<file path="config.mk">
export PLATFORM = sky130hd
export DESIGN_NAME = pc_fetch_unit
export DESIGN_NICKNAME = d
export VERILOG_FILES = /design/src/rtl/pc_fetch_pkg.sv /design/src/rtl/pc_reg.sv /design/src/rtl/pc_fetch_unit.sv
export SDC_FILE = /design/constraint.sdc
export NUM_CORES = 1
export LEC_CHECK = 0
export BUFFER_PORTS_ARGS = -buffer_cell sky130_fd_sc_hd__buf_4
export CORE_ASPECT_RATIO = 1.25
export CORE_MARGIN = 4
export CORE_UTILIZATION = 52
export CTS_CLUSTER_SIZE = 30
export DETAILED_ROUTE_END_ITERATION = 10
export HOLD_SLACK_MARGIN = 0.06
export PLACE_DENSITY = 0.86
export SLEW_MARGIN = 15
export SYNTH_ARGS = -nofsm -noshare
export SYNTH_HDL_FRONTEND = slang
export SYNTH_SLANG_ARGS = --single-unit
</file>
<file path="constraint.sdc">
create_clock -name CLK -period 4.8 [get_ports CLK]
set_input_delay 0.24 -clock CLK [delete_from_list [all_inputs] [get_ports CLK]]
set_output_delay 0.24 -clock CLK [all_outputs]
set_load 0.005 [all_outputs]
</file>
<file path="src/rtl/pc_fetch_pkg.sv">
// Shared definitions for the instruction fetch unit: the FSM state type,
// the PC width and the sequential PC step.
package pc_fetch_pkg;

    localparam int PC_WIDTH = 32;
    localparam logic [PC_WIDTH-1:0] PC_INC = 32'd4;

    typedef enum logic [1:0] {
        S_REQ  = 2'd0,
        S_WAIT = 2'd1,
        S_OUT  = 2'd2
    } fetch_state_t;

    // Clears the byte-offset bits so an address points at a whole word.
    function automatic logic [PC_WIDTH-1:0] word_align(input logic [PC_WIDTH-1:0] addr);
        return {addr[PC_WIDTH-1:2], 2'b00};
    endfunction

endpackage

</file>
<file path="src/rtl/pc_reg.sv">
// Program counter register with asynchronous reset. A load (redirect)
// always wins over a sequential increment. The increment wraps modulo
// 2^32 naturally through the fixed-width add.
import pc_fetch_pkg::*;

module pc_reg #(
    parameter logic [PC_WIDTH-1:0] RESET_PC = 32'h0040_0000
) (
    input  logic                CLK,
    input  logic                RST,
    input  logic                load,
    input  logic [PC_WIDTH-1:0] load_value,
    input  logic                inc,
    output logic [PC_WIDTH-1:0] pc
);

    // Hold, redirect or step the PC; reset returns it to the boot address.
    always_ff @(posedge CLK or posedge RST) begin
        if (RST) begin
            pc <= RESET_PC;
        end else if (load) begin
            pc <= load_value;
        end else if (inc) begin
            pc <= pc + PC_INC;
        end
    end

endmodule

</file>
<file path="src/rtl/pc_fetch_unit.sv">
// Instruction fetch unit: issues one request at a time to instruction
// memory, captures the returned word and hands it to decode. Redirects
// (BR_VALID) override everything; a response already in flight when a
// redirect arrives is discarded through the kill flag.
// Optional feature: define PC_FETCH_ALIGN_CHECK_EN to add the sticky
// ALIGN_ERR output and force redirect targets onto word boundaries.
import pc_fetch_pkg::*;

module pc_fetch_unit #(
    parameter logic [PC_WIDTH-1:0] RESET_PC = 32'h0040_0000
) (
    input  logic                CLK,
    input  logic                RST,
    input  logic                STALL,
    input  logic                BR_VALID,
    input  logic [PC_WIDTH-1:0] BR_TARGET,
    output logic                REQ_VALID,
    output logic [PC_WIDTH-1:0] REQ_ADDR,
    input  logic                REQ_READY,
    input  logic                RSP_VALID,
    input  logic [31:0]         RSP_DATA,
    output logic                INST_VALID,
    output logic [31:0]         INST,
    output logic [PC_WIDTH-1:0] INST_PC,
    input  logic                INST_READY
`ifdef PC_FETCH_ALIGN_CHECK_EN
    ,
    output logic                ALIGN_ERR
`endif
);

    fetch_state_t        state;
    logic                kill;
    logic [PC_WIDTH-1:0] pc;
    logic [PC_WIDTH-1:0] redirect_pc;
    logic                pc_inc;
    logic                req_fire;
    logic                handoff;

`ifdef PC_FETCH_ALIGN_CHECK_EN
    assign redirect_pc = word_align(BR_TARGET);
`else
    assign redirect_pc = BR_TARGET;
`endif

    // Request is masked during stall and while reset is held so memory
    // never sees a request from a half-initialised unit.
    assign REQ_VALID  = (state == S_REQ) && !STALL && !RST;
    assign REQ_ADDR   = pc;
    assign INST_VALID = (state == S_OUT);
    assign req_fire   = REQ_VALID && REQ_READY;
    assign handoff    = (state == S_OUT) && INST_READY && !STALL;
    assign pc_inc     = handoff && !BR_VALID;

    pc_reg #(
        .RESET_PC(RESET_PC)
    ) u_pc_reg (
        .CLK       (CLK),
        .RST       (RST),
        .load      (BR_VALID),
        .load_value(redirect_pc),
        .inc       (pc_inc),
        .pc        (pc)
    );

    // Fetch sequencing: state, kill flag and the instruction holding register.
    always_ff @(posedge CLK or posedge RST) begin
        if (RST) begin
            state   <= S_REQ;
            kill    <= 1'b0;
            INST    <= '0;
            INST_PC <= '0;
        end else begin
            case (state)
                S_REQ: begin
                    if (req_fire) begin
                        state <= S_WAIT;
                        kill  <= BR_VALID;
                    end
                end
                S_WAIT: begin
                    if (RSP_VALID) begin
                        if (kill || BR_VALID) begin
                            kill  <= 1'b0;
                            state <= S_REQ;
                        end else begin
                            INST    <= RSP_DATA;
                            INST_PC <= pc;
                            state   <= S_OUT;
                        end
                    end else if (BR_VALID) begin
                        kill <= 1'b1;
                    end
                end
                S_OUT: begin
                    if (BR_VALID || handoff) begin
                        state <= S_REQ;
                    end
                end
                default: begin
                    state <= S_REQ;
                    kill  <= 1'b0;
                end
            endcase
        end
    end

`ifdef PC_FETCH_ALIGN_CHECK_EN
    // Sticky flag for any redirect aimed at a non-word-aligned address.
    always_ff @(posedge CLK or posedge RST) begin
        if (RST) begin
            ALIGN_ERR <= 1'b0;
        end else if (BR_VALID && (BR_TARGET[1:0] != 2'b00)) begin
            ALIGN_ERR <= 1'b1;
        end
    end
`endif

endmodule
</file>
==> metrics.md <==
| Metric | Value |
|---|---|
| Total clock sinks | 99 |
| N_diodes | 0 |
| DR DRC count | 0 |
| Power, Total | 2784 uW |
| Overflow left after global routing | 0 |
| Gpl congestion | 0.7923 |
| Slew HR | 0.4260 |
| Yosys warning total | 0 |
| Mapped Cells | 339 |
| Syn_nets | 411 |
| Synth Register Bits | 99 |
| Total GRT Usage | 0.2303 |
| Starting density of the core | 0.5426 |
| CP bufs+invs | 1 |
| Post_cts resized | 0 |
| Avg Synthesized Cell Area | 12.69 sq um |
| First-pass GRT wire length | 17130 um |
| Area grow syn2layout | 37.09% |
| Max Root-Sink Buffers | 2 |
| Latest clock arrival within the worst-skew pair | 370 ps |
| Outcome | completed |
| Worst path max stage delay | 730 ps |
| Fmax | 0.3926 GHz |
| Wirelength per Cell | 17.71 um |
| Drt first pass iters | 4 |
| Io pins | 169 |
| Final period utilization | 0.5307 |
| Number of global-route vias before repair | 3470 |
| Family with the most delay on the worst path | simple AND/OR/NAND/NOR gates |
| Maxcap violations | 0 |
| Num rows | 36 |
| Worst min path class | in -> reg |
| DR iter-0 viols | 106 |
| PD cells | 472.1 nW/um^2 |
| DR vias | 3280 |
| Seq/Total Area, Yosys | 0.5762 |
| Synth cell types | 35 |
| Crit Path Category | reg -> reg |
| Startpoint Class | flip-flop |
| Crit path max fanout | 47 |
| RSZ-0062 raised after global routing | false |
| Die width | 89.35 um |
| Critical path endpoint category | flip-flop |
| Core area | 7928 sq um |
| Chip Height | 109.7 um |
| Input/output buffers | 168 |
| Via density | 5.404 |
| Slowest cell on the critical path | nor3_4 |
| Final count of negative-setup-slack endpoints | 0 |
| Worst-path clk slew | 90 ps |
| Die ar. | 9801 sq um |
| VDD IR max | 0.3390 mV |
| Arrival @ worst endpoint | 2800 ps |
| Setup_tns | 0 ps |
| Hold violation count in the final report | 0 |
| Routed Antenna Nets | 0 |
| Initial antenna violation count | 0 |
| Syn Std Cell Area | 4302 sq um |
| Share of cells above drive strength 1 | 0.5000 |
| Critical Path RT | 5060 ps |
| Final Max Tran Viols | 0 |
| CTS tree | yes |
| Routed wire length | 10750 um |
| Leak | 0.002807 uW |
| Tmin final | 2547 ps |
| CTS buffer count | 9 |
| HPWL after DPL | 7907 um |
| Largest net degree at the start of global routing | 66 |
| Worst-path cell chain | nand2b_1 -> nor3_4 -> buf_4 -> mux2_2 |
| Worst Tran Pin Value | 858.2 ps |
| Final #Nets | 579 |
| Htree depth | 3 |
| Layout Skew | 6.445 ps |
| Root Buffer | clkbuf_8 |
placed cells by master, fill, tap and decap left out, types with 7 or more instances in the layout:
cell      netlist  final
and3_1          7      7
buf_4           1    170
clkbuf_8        0     10
dfrtp_1        98     98
mux2_2         62     62
nand2_1        35     35
nand3_1        12     12
nand4_1        10     10
o21ai_0        20     20
o21ai_1        11     11
xnor2_1         8      8
xor2_1         21     21
layer usage:
| layer | vias up | wire, um | track usage |
|---|---|---|---|
| met2 | 112 | 5823 | 0.3936 |
| met4 | 0 | 342 | 0.1202 |
| met3 | 23 | 711 | 0.04348 |
| met1 | 1612 | 3872 | 0.2719 |
| li1 | 1533 | - | - |
| met5 | - | 0 | 0 |
cells in the mapped netlist (all sizes together):
library cell  instances  share of area
nand2                35          0.031
nor2b                 1         0.0015
nor3                  1         0.0038
or2                   1         0.0015
nor4bb                1         0.0023
nor3b                 1         0.0017
buf                   9          0.011
nand3b                1         0.0017
mux2i                 1         0.0023
nand2b                3         0.0044
xnor2                 8          0.016
inv                   2         0.0017
nor4                  4          0.012
and3                  7          0.010
nand4                13          0.023
dfrtp                98           0.57
o21ai                31          0.036
ha                    1         0.0029
dfstp                 1         0.0061
nor2                  3         0.0026
nand3                12          0.014
xor2                 21          0.043
mux2                 67           0.18
a31oi                 1         0.0015
and4bb                1         0.0029
o22ai                 1         0.0015
and2                  1         0.0015
and4                  6          0.012
clkbuf                7         0.0061
where the power goes:
| part | total [uW] | internal [uW] | leakage, uW | switching (uW) |
|---|---|---|---|---|
| Combinational | 852 | 570 | 0.00147 | 282 |
| Clock | 642 | 359 | 0.000123 | 283 |
| Sequential | 1290 | 1110 | 0.00122 | 176 |
| Total | 2780 | 2040 | 0.00281 | 741 |
worst min-delay path, stage by stage:
cell and delay [ps]:
buf_4 80, nand2_1 40, o21ai_0 60
through the flow:
stage	utilization	instance area, sq um	setup slack [ps]	hold slack [ps]	std cells
2_1_floorplan	-	4302	1971	341.2	339
3_3_place_gp	0.7096	5625	2309	335.7	588
3_5_place_dp	0.7096	5625	2245	346.6	588
4_1_cts	0.7438	5897	2220	62.25	607
5_1_grt	0.7438	5897	2124	60.79	607
6_report	0.7438	5897	2253	74.35	607
repair_timing:
item | CTS | global route
setup buffers | 0 | 0
endpoints found under the hold margin | 46 | 0
hold buffers | 3 | 0
cells by family (layout without fill, tap and decap cells):
group                    Yosys count  in the layout  synth area share
multiplexers                      68             68            0.1777
buffers and inverters             18            191           0.01891
AO/OA/AOI/OAI                     33             33           0.03898
AND/OR/NAND/NOR                   91             91            0.1262
XOR/XNOR                          29             29           0.05905
flip-flops                        99             99            0.5762
adder cells (fa/ha/maj)            1              1          0.002908
final timing paths:
| check | start | to | slack, ps | cells past startpoint |
|---|---|---|---|---|
| worst max register to register | state[1] | INST[12] | 2250 | 4 |
| worst min-delay path | BR_TARGET[17] | u_pc_reg.pc[17] | 70 | 3 |
| min in group asynchronous | RST | INST_PC[6] | 490 | 3 |
| worst max-delay path | state[1] | INST[12] | 2250 | 4 |
| max in group asynchronous | RST | INST_PC[12] | 3210 | 4 |
| worst min register to register | INST_PC[26] | INST_PC[26] | 500 | 1 |
area by class of cell:
cell class                 count  area, sq um
clock buffer                  11        141.4
clock inverter                 5        100.1
fill                         542         2031
inverter                       2        10.01
multi-input combinational    222         1742
sequential                    99         2479
tap                           95        118.9
timing repair buffer         173         1306
No activity file was read; power rests on OpenSTA's default activity.
